--- config.mk ---
export PLATFORM = sky130hd
export DESIGN_NAME = vliw_id_ex_stage
export DESIGN_NICKNAME = d
export VERILOG_FILES = /design/src/rtl/vliw_pkg.sv /design/src/rtl/vliw_lane_reg.sv /design/src/rtl/vliw_id_ex_stage.sv
export SDC_FILE = /design/constraint.sdc
export NUM_CORES = 1
export LEC_CHECK = 0
export CORE_MARGIN = 10
export CORE_UTILIZATION = 47
export CTS_BUF_LIST = sky130_fd_sc_hd__clkbuf_4 sky130_fd_sc_hd__clkbuf_8
export CTS_CLUSTER_SIZE = 8
export DETAILED_ROUTE_END_ITERATION = 16
export PLACE_DENSITY_LB_ADDON = 0.15
export SYNTH_ARGS = -nofsm -noshare
export SYNTH_HDL_FRONTEND = slang
export SYNTH_SLANG_ARGS = --single-unit
--- constraint.sdc ---
create_clock -name clk -period 3.22 [get_ports clk]
set_input_delay 0.644 -clock clk [delete_from_list [all_inputs] [get_ports clk]]
set_output_delay 0.644 -clock clk [all_outputs]
set_load 0.02 [all_outputs]
--- src/rtl/vliw_pkg.sv ---
// ---------------------------------------------------------------------------
// vliw_pkg
// Shared types for the VLIW decode-to-execute stage.
//   lane_t        one issue slot: op, is_nop, is_imm_type, rs1, rs2, rd, imm
//   LANE_NOP      canonical empty slot (is_nop=1, everything else zero)
//   idex_state_e  occupancy states of the stage when the skid entry is built
//   force_nop()   returns a slot with is_nop set and all other fields kept
// ---------------------------------------------------------------------------
package vliw_pkg;

    localparam int LANE_OP_W  = 4;
    localparam int LANE_REG_W = 5;
    localparam int LANE_IMM_W = 20;

    typedef struct packed {
        logic [LANE_OP_W-1:0]  op;
        logic                  is_nop;
        logic                  is_imm_type;
        logic [LANE_REG_W-1:0] rs1;
        logic [LANE_REG_W-1:0] rs2;
        logic [LANE_REG_W-1:0] rd;
        logic [LANE_IMM_W-1:0] imm;
    } lane_t;

    localparam lane_t LANE_NOP = '{
        op:          '0,
        is_nop:      1'b1,
        is_imm_type: 1'b0,
        rs1:         '0,
        rs2:         '0,
        rd:          '0,
        imm:         '0
    };

    typedef enum logic [1:0] {
        IDEX_EMPTY = 2'd0,
        IDEX_FULL  = 2'd1,
        IDEX_SKID  = 2'd2
    } idex_state_e;

    function automatic lane_t force_nop(input lane_t l);
        lane_t r;
        r        = l;
        r.is_nop = 1'b1;
        return r;
    endfunction

endpackage

--- src/rtl/vliw_lane_reg.sv ---
// ---------------------------------------------------------------------------
// vliw_lane_reg
// Register for a single issue slot.
//   clk   in   rising-edge clock
//   rst   in   synchronous active-low reset, loads LANE_NOP
//   load  in   capture d on this edge
//   kill  in   when loading, mark the captured slot as a NOP
//   d     in   incoming slot payload
//   q     out  registered slot payload
// A killed slot keeps its op/register/immediate fields; only is_nop is forced.
// ---------------------------------------------------------------------------
module vliw_lane_reg
    import vliw_pkg::*;
(
    input  logic  clk,
    input  logic  rst,
    input  logic  load,
    input  logic  kill,
    input  lane_t d,
    output lane_t q
);

    always_ff @(posedge clk) begin
        if (!rst) begin
            q <= LANE_NOP;
        end else if (load) begin
            q <= kill ? force_nop(d) : d;
        end
    end

endmodule

--- src/rtl/vliw_id_ex_stage.sv ---
// ---------------------------------------------------------------------------
// vliw_id_ex_stage
// Decode-to-execute pipeline stage carrying one LANES-wide bundle with a
// valid/ready handshake, whole-stage flush and per-lane kill.
//   clk        in   rising-edge clock
//   rst        in   synchronous active-low reset
//   in_valid   in   decode offers a bundle
//   in_ready   out  stage accepts a bundle this cycle (0 whenever rst is low)
//   in_lane    in   LANES x lane_t payload
//   lane_kill  in   per-lane squash applied at capture
//   flush      in   drop everything held and anything offered this cycle
//   out_valid  out  bundle available to execute (registered)
//   out_ready  in   execute consumes the bundle this cycle
//   out_lane   out  registered payload; is_nop forced to 1 while !out_valid
// Optional feature: define VLIW_ID_EX_SKID_EN to add a second (skid) entry,
// which makes in_ready a registered signal independent of out_ready.
// ---------------------------------------------------------------------------
module vliw_id_ex_stage
    import vliw_pkg::*;
#(
    parameter int LANES = 4,
    parameter int OP_W  = 4,
    parameter int REG_W = 5,
    parameter int IMM_W = 20
)
(
    input  logic                   clk,
    input  logic                   rst,
    input  logic                   in_valid,
    output logic                   in_ready,
    input  lane_t [LANES-1:0]      in_lane,
    input  logic  [LANES-1:0]      lane_kill,
    input  logic                   flush,
    output logic                   out_valid,
    input  logic                   out_ready,
    output lane_t [LANES-1:0]      out_lane
);

    // The slot layout is fixed by the package; reject mismatched overrides.
    if (OP_W != LANE_OP_W || REG_W != LANE_REG_W || IMM_W != LANE_IMM_W) begin : g_width_check
        $error("vliw_id_ex_stage: lane widths must match vliw_pkg");
    end
    if (LANES < 1 || LANES > 8) begin : g_lanes_check
        $error("vliw_id_ex_stage: LANES must be 1..8");
    end

    lane_t [LANES-1:0] main_d;
    lane_t [LANES-1:0] main_q;
    logic  [LANES-1:0] main_kill;
    logic              main_load;
    logic              in_xfer;

`ifdef VLIW_ID_EX_SKID_EN

    idex_state_e       state;
    logic              valid_q;
    logic              ready_q;
    logic              skid_load;
    logic              main_from_skid;
    lane_t [LANES-1:0] skid_q;

    assign in_ready  = rst & ready_q;
    assign in_xfer   = in_valid & in_ready;
    assign out_valid = valid_q;

    // Decide which entry loads this edge. A bundle arriving while execute
    // stalls lands in the skid entry; when execute drains SKID, the skid
    // entry moves forward into main. Flush suppresses every load.
    always_comb begin
        main_load      = 1'b0;
        skid_load      = 1'b0;
        main_from_skid = 1'b0;
        if (!flush) begin
            case (state)
                IDEX_EMPTY: main_load = in_xfer;
                IDEX_FULL: begin
                    if (in_xfer) begin
                        main_load = out_ready;
                        skid_load = !out_ready;
                    end
                end
                IDEX_SKID: begin
                    main_load      = out_ready;
                    main_from_skid = out_ready;
                end
                default: ;
            endcase
        end
    end

    // Skid data already had its kill applied when it was captured.
    assign main_d    = main_from_skid ? skid_q : in_lane;
    assign main_kill = main_from_skid ? '0 : lane_kill;

    // Occupancy FSM with registered valid and ready flags.
    always_ff @(posedge clk) begin
        if (!rst) begin
            state   <= IDEX_EMPTY;
            valid_q <= 1'b0;
            ready_q <= 1'b1;
        end else if (flush) begin
            state   <= IDEX_EMPTY;
            valid_q <= 1'b0;
            ready_q <= 1'b1;
        end else begin
            case (state)
                IDEX_EMPTY: begin
                    if (in_xfer) begin
                        state   <= IDEX_FULL;
                        valid_q <= 1'b1;
                    end
                end
                IDEX_FULL: begin
                    if (in_xfer && !out_ready) begin
                        state   <= IDEX_SKID;
                        ready_q <= 1'b0;
                    end else if (!in_xfer && out_ready) begin
                        state   <= IDEX_EMPTY;
                        valid_q <= 1'b0;
                    end
                end
                IDEX_SKID: begin
                    if (out_ready) begin
                        state   <= IDEX_FULL;
                        ready_q <= 1'b1;
                    end
                end
                default: begin
                    state   <= IDEX_EMPTY;
                    valid_q <= 1'b0;
                    ready_q <= 1'b1;
                end
            endcase
        end
    end

    for (genvar i = 0; i < LANES; i++) begin : g_skid
        vliw_lane_reg u_skid (
            .clk  (clk),
            .rst  (rst),
            .load (skid_load),
            .kill (lane_kill[i]),
            .d    (in_lane[i]),
            .q    (skid_q[i])
        );
    end

`else

    logic valid_q;
    logic out_xfer;

    // Accept when empty or when the held bundle leaves this same cycle.
    assign in_ready  = rst & (!valid_q | out_ready);
    assign in_xfer   = in_valid & in_ready;
    assign out_xfer  = valid_q & out_ready;
    assign out_valid = valid_q;
    assign main_load = in_xfer & !flush;
    assign main_d    = in_lane;
    assign main_kill = lane_kill;

    always_ff @(posedge clk) begin
        if (!rst) begin
            valid_q <= 1'b0;
        end else if (flush) begin
            valid_q <= 1'b0;
        end else if (in_xfer) begin
            valid_q <= 1'b1;
        end else if (out_xfer) begin
            valid_q <= 1'b0;
        end
    end

`endif

    for (genvar i = 0; i < LANES; i++) begin : g_main
        vliw_lane_reg u_main (
            .clk  (clk),
            .rst  (rst),
            .load (main_load),
            .kill (main_kill[i]),
            .d    (main_d[i]),
            .q    (main_q[i])
        );
    end

    // Execute must never see a live slot while the stage is empty; the
    // other fields are left visible unchanged.
    always_comb begin
        out_lane = main_q;
        for (int i = 0; i < LANES; i++) begin
            if (!out_valid) begin
                out_lane[i] = force_nop(main_q[i]);
            end
        end
    end

endmodule

# After elaboration in Yosys (flattened, before gate mapping)
# Index checks and enable logic that the tools add are counted.
# classes
n_mux,10
bitwise,6
reduce_logical,4
# ops
op,count
two-way mux 37 bit,8
AND 1 bit,4
logical NOT 1 bit,2
two-way mux 1 bit,2
nonzero test 2 bit,1
OR reduction 2 bit,1
NOT 1 bit,1
bitwise OR 1 bit,1
# word_totals
in_bits,173
reg_bits,165
output_inout_bits,166
wordCells,49

# Logic depth before layout (Yosys ltp)
# Gate-level depths: netlist of run 1.
# depth
ltp_word,5
mapped_depth,6
ltp_nobuf,3

# Modules after synthesis
# Synthesis of run 1 repeated with hierarchy kept, for this count alone.
# hier_totals
cells_unflattened,543
hier_area_um2,6481.2
# modules_own_cells
mod,area_each_um2,n_inst,cells_each,seq_area_each_um2
vliw_lane_reg,1599.0,4,133,820.8
vliw_id_ex_stage,85.1,1,11,20.0

# Worst setup path before layout of run 1
# OpenSTA, ideal clock, no wires.
# synth_path
path_kind,input to output
from,input port rst
to,output port in_ready
path_stages,3
t_required_ns,2.576
arrival_time_ns,1.413
setup_slack_ns,1.163
path_cell_list,clkbuf_1 -> clkbuf_1 -> and2_1
# synth_via
elab_chain_len,1
# synth_rtl
item,line,source
start: declaration,vliw_id_ex_stage.sv:28,"input logic rst,"
AND 1 bit,vliw_id_ex_stage.sv:154,assign in_ready = rst & (!valid_q | out_ready);
end: declaration,vliw_id_ex_stage.sv:30,"output logic in_ready,"
# Every way passes these cells.

# Worst setup path after layout of run 1
# layout_path
from,input port out_ready
to,output port in_ready
# layout_via
elab_chain_len,2
# layout_rtl
item,line,source
start: declaration,vliw_id_ex_stage.sv:35,"input logic out_ready,"
bitwise OR 1 bit,vliw_id_ex_stage.sv:154,
AND 1 bit,vliw_id_ex_stage.sv:154,
# Every way passes these cells.

==> flow_metrics.tcl, run 1 <==
set metrics [dict create \
    cts-root-buf "clkbuf_8" \
    placed_cell_area_um2 10000 \
    die_x_um 148 \
    critical_path_buf_inv_count 2 \
    hold_violations 0 \
    fin_ws_ps 620 \
    crit_chain "clkdlybuf4s50_1 -> nand2b_1 -> and2_1 -> clkdlybuf4s50_1" \
    cpPeakStageDelay_ps 600 \
    wl_per_cell_um 16.2 \
    cp-endpoint "in_ready" \
    required_ps 2580 \
    cts_buffers 17 \
    num_rows 46 \
    finalPower_mw 4.61 \
    cp.depth 4 \
    grt.overflow.total 0 \
    ir_worst_vdd_v 0.000285 \
    nFillCells 1387 \
    clkTransAtPathRegs_ps 80 \
    antenna_found_initial 1 \
    post-cts-setup-buffers 0 \
    clock_path_buffers 2 \
    cts_tree "built" \
    tightest_slew_ps 893 \
    rr_startpoint "out_valid$_SDFFE_PP0P_" \
    rsz0062_at_grt "false" \
    nNetsFinal 1206 \
    multi_input_area_um2 2340 \
    design_area_um2 10400 \
    totalWireLength_um 20400 \
    synth_fp_nets 1037 \
    pin_count 339 \
    synthCells 864 \
    grt_pass1_vias 5385 \
    cpMostUsedCell "clkdlybuf4s50_1" \
    p_leak_nw 5.44 \
    fin_skew_ps 12.6 \
    worstPathMaxFanout 3 \
    synthesis.area_um2 7710 \
    setup-tns-final_ps 0 \
    reg2reg_depth 4 \
    cap_viol_max_count 0 \
    detail-route-antenna-nets 0 \
    min_period_ps 2600 \
    grt_pass1_wl_um 30800 \
    ctsResizeCount 0 \
    final_util_pct 65.2 \
    dpl_worst_slack_ps 634 \
    drv_slew 0 \
    die_area_um2 21900 \
    route.detailed.vias_per_inst 4.31 \
    r2r_slack_ps 1450 \
    powerDensity_nw_per_um2 442 \
    clkLatencyLatePin_ps 450 \
    hp-class "reg2reg" \
    drt_pass1_iterations 4 \
    crit_start "out_ready" \
    drive_gt1_share_pct 4.02 \
    crit_type "in2out" \
    fin_crit_sh_pct 80.7 \
    core_um2 16000 \
    syn_avg_cell_area_um2 8.93 \
    final_cells 1262 \
    drc 0 \
    syn_to_final_growth_pct 35.2 \
    grt_max_degree 87 \
    place_inst 1230 \
    seq_area_um2 3300 \
    relSlewSlack_pct 40.5 \
    start_kind "primary input" \
    crit_family "buffers and inverters" \
    cts_hold_buf 0 \
    end_kind "output pin" \
    vias 5435 \
    cts_htree_levels 4 \
    grt_usage_pct 18.1 \
    r2r_end "g_main[1].u_main.q[38]$_SDFFE_PN0P_" \
    hpwl_um 16000 \
    synth_seq_area_share_pct 42.8 \
    setup_viol 0 \
    drt_iter0_markers 212 \
    fin_hold_ws_ps 457 \
    crit_arrival_ps 1960 \
    yosysUniqueCellTypes 13 \
    gp_congestion 0.808 \
    clock_sinks 165 \
    ys_ff_latch 165 \
    yosys_warnings 0 \
    start_util_pct 48.2 \
    die_y_um 148 \
    port_buffers 338 \
    crit_slowest_cell "clkdlybuf4s50_1" \
    clock.fmax_ghz 0.385 \
    status "completed" \
]
==> registers in the layout, indices dropped and copies added (netlist names) <==
signal	count
g_main.u_main.q	164
out_valid	1
==> logic make-up (layout without fill, tap and decap cells) <==
family          count (synthesis)  in the layout  synth area share (%)
buf+inv                       358            539                  26.9
other cells                     0              1                     0
compound gates                  1              1                0.0648
flops                         165            165                  42.8
mux                           164            164                  21.3
simple gates                  176            176                  8.98
==> worst min path at each step <==
stage,from,endpoint,cells after the start
after floorplan,g_main[0].u_main.q[0]$_SDFFE_PN0P_,g_main[0].u_main.q[0]$_SDFFE_PN0P_,2
after global placement,g_main[1].u_main.q[0]$_SDFFE_PN0P_,g_main[1].u_main.q[0]$_SDFFE_PN0P_,2
after detailed placement,g_main[2].u_main.q[10]$_SDFFE_PN0P_,g_main[2].u_main.q[10]$_SDFFE_PN0P_,2
after CTS,g_main[1].u_main.q[12]$_SDFFE_PN0P_,g_main[1].u_main.q[12]$_SDFFE_PN0P_,2
after global routing,g_main[1].u_main.q[22]$_SDFFE_PN0P_,g_main[1].u_main.q[22]$_SDFFE_PN0P_,2
final,g_main[3].u_main.q[32]$_SDFFE_PN0P_,g_main[3].u_main.q[32]$_SDFFE_PN0P_,2
==> cell usage after synthesis, drive strengths merged <==
master    n  area share, %
a21oi     1          0.065
and2      1          0.081
buf     178             18
clkbuf   19           0.92
dfxtp   165             43
inv     161            7.8
mux2i   164             21
nand2   160            7.8
nand2b    6           0.49
nor2      4           0.19
nor2b     4           0.32
or3b      1           0.11
==> cells in the final DEF, fill, tap and decap left out <==
cell	instances
mux2i_1	164
buf_12	3
a21oi_1	1
clkbuf_8	22
inv_1	161
diode_2	1
and2_1	1
clkinv_4	4
inv_6	1
dfxtp_1	165
clkinvlp_4	2
clkdlybuf4s50_1	337
buf_4	7
or3b_4	1
nor2_1	4
bufinv_16	2
nand2_1	160
nor2b_1	4
nand2b_1	6
==> layout make-up <==
type                    instances  area share, %
inverters                     161           5.79
multi-input cells             341           22.5
clock inverters                 9           1.14
diodes                          1         0.0240
repair buffers                347           33.4
clock buffers                  22           2.90
well taps                     216           2.59
flip-flops and latches        165           31.7
==> where the power goes <==
| group | switching (mW) | internal, mW | leakage, nW |
|---|---|---|---|
| sequential | 0.0556 | 2.15 | 1.35 |
| clock | 0.761 | 0.797 | 0.208 |
| combinational | 0.375 | 0.468 | 3.88 |
| total | 1.19 | 3.42 | 5.44 |
==> per-layer routing <==
layer	global-route usage, %	vias to the layer above	wire (um)
met5	0	-	0
met3	8.95	22	2130
li1	-	2767	-
met1	19.6	2429	8070
met4	6.69	0	412
met2	29.9	217	9820
==> tightest hold or removal path, cell delays in order (launching register included) <==
cell and delay (ps):
dfxtp_1 310, nand2_1 50, mux2i_1 50
No activity file was read; power rests on OpenSTA's default activity.
==> inputs of run 2 (changes only) <==
CORE_UTILIZATION = 39   (was 47)
clock period = 2.2 ns   (was 3.22 ns; I/O delays follow)
==> run 2 against run 1 <==
Register-to-register slack lost 760 ps. Die area grew 18%. Global-route usage shrank 2.8 points. First-iteration DRC count shrank 18%. Clock power grew 46%. Clock skew shrank 2.4 ps. Sequential power grew 46%. Power grew 47%. Combinational power grew 49%. Design area grew 2.1%. Routed wire length shrank 0.29%.
==> flow_metrics.tcl, run 2 (same netlist as run 1, synthesis figures left out) <==
set metrics [dict create \
    vias 5424 \
    largest_reg_flops 164 \
    cts_buffers 17 \
    grt.overflow.total 0 \
    r2r_end "g_main[1].u_main.q[7]$_SDFFE_PN0P_" \
    max_flop_register "g_main.u_main.q" \
    grt_pass1_wl_um 31100 \
    nNetsFinal 1216 \
    grt_pass1_vias 5505 \
    cap_viol_max_count 0 \
    drc 0 \
    status "completed" \
    setup-tns-final_ps 0 \
    hold_violations 0 \
    hpwl_um 16000 \
    dpl_worst_slack_ps 15.1 \
    r2r_slack_ps 690 \
    fin_skew_ps 10.2 \
    detail-route-antenna-nets 0 \
    totalWireLength_um 20400 \
    clock.fmax_ghz 0.509 \
    p_leak_nw 5.53 \
    worstPathMaxFanout 6 \
    cts_hold_buf 0 \
    most-common-layout-cells "clkdlybuf4s50_1, mux2i_1, dfxtp_1" \
    crit_arrival_ps 1530 \
    hp-class "in2reg" \
    grt_max_degree 126 \
    die_area_um2 25800 \
    holdPathEnd "out_valid$_SDFFE_PP0P_" \
    fin_crit_sh_pct 89.3 \
    clkTransAtPathRegs_ps 90 \
    grt_usage_pct 15.2 \
    powerDensity_nw_per_um2 636 \
    start_kind "register" \
    final_common_cell "clkdlybuf4s50_1" \
    min_path_cells 3 \
    rr_startpoint "out_valid$_SDFFE_PP0P_" \
    start_util_pct 39.6 \
    end_kind "output pin" \
    crit_type "reg2out" \
    drt_iter0_markers 174 \
    hp-start "rst" \
    clock_sinks 165 \
    min_period_ps 1970 \
    gp_congestion 0.747 \
    setup_viol 0 \
    port_buffers 338 \
    reg2reg_depth 5 \
    die_y_um 161 \
    nFillCells 1777 \
    required_ps 1760 \
    drt_pass1_iterations 4 \
    crit_chain "nand2b_1 -> clkdlybuf4s50_1" \
    drive_gt1_share_pct 5.11 \
    ir_worst_vdd_v 0.000312 \
    fin_ws_ps 235 \
    core_um2 19500 \
    die_x_um 161 \
    syn_to_final_growth_pct 38.0 \
    cts_tree "built" \
    clkLatencyLatePin_ps 440 \
    tightest_slew_ps 660 \
    rsz0062_at_grt "false" \
    crit_slowest_cell "clkdlybuf4s50_1" \
    cts_htree_levels 4 \
    relSlewSlack_pct 56.0 \
    route.detailed.vias_per_inst 4.10 \
    clock_path_buffers 2 \
    drv_slew 0 \
    design_area_um2 10600 \
    placed_cell_area_um2 10200 \
    num_rows 51 \
    wl_per_cell_um 15.4 \
    pin_count 339 \
    cpPeakStageDelay_ps 640 \
    antenna_found_initial 1 \
    cts-root-buf "clkbuf_8" \
]
run 2: cell types whose count changed in the layout (fill, tap and decap cells not counted), sizes merged:
cell / before / now
buf: 10 / 20
clkbuf: 22 / 20
clkdlybuf4s50: 337 / 336
clkinv: 4 / 3
dlymetal6s2s: 0 / 1
inv: 162 / 166
run 2: where the power goes:
| part | total [mW] | internal, mW | switching (mW) |
|---|---|---|---|
| combinational | 1.26 | 0.707 | 0.553 |
| sequential | 3.23 | 3.15 | 0.0787 |
| clock | 2.28 | 1.10 | 1.18 |
| total | 6.77 | 4.96 | 1.81 |
run 2: cell type report:
cell class	instances	area (um^2)	area share (%)
antenna	1	2.50	0.0235
clock buffer	20	269	2.53
clock inverter	12	141	1.33
inverter	161	604	5.68
multi-input combinational	341	2340	22.0
sequential	165	3300	31.0
tap	265	332	3.11
timing repair buffer	357	3650	34.3
run 2: timing repair:
action | CTS | global route
setup endpoints to repair | 1 | 1
endpoints found under the hold margin | 0 | 0
setup buffers | 0 | 0
resized for setup | 1 | 1
run 2: worst max path at each step:
stage,from,endpoint,slack [ps],cells after the start
3_5_place_dp,out_ready,in_ready,20,4
2_1_floorplan,rst,in_ready,550,3
6_report,out_valid$_SDFFE_PP0P_,out_lane[118],230,2
4_1_cts,out_ready,in_ready,20,4
3_3_place_gp,out_ready,in_ready,6,4
5_1_grt,g_main[1].u_main.q[36]$_SDFFE_PN1P_,out_lane[77],160,2
run 2: through the flow:
stage | hold slack [ps] | util (%) | instances | total power [mW]
6_report | 288 | 54.7 | 1322 | 6.77
4_1_cts | 243 | 54.7 | 1321 | 6.89
3_3_place_gp | 443 | 52.6 | 1289 | 4.57
3_5_place_dp | 450 | 52.6 | 1289 | 4.58
2_1_floorplan | 438 | - | 864 | 4.06
5_1_grt | 305 | 54.7 | 1321 | 7.07
run 2: per-layer routing:
metal	track usage (%)	vias up	share of wire [%]
met5	0	-	0
met2	24.6	216	45
met4	4.63	0	1.0
li1	-	2787	-
met1	16.8	2406	41
met3	8.46	15	12
run 2: critical path: cells and delay by family (launching register included):
kind | cells | cell delay [ps]
flip-flops | 1 | 360
AND/OR/NAND/NOR | 1 | 70
buffers and inverters | 1 | 640
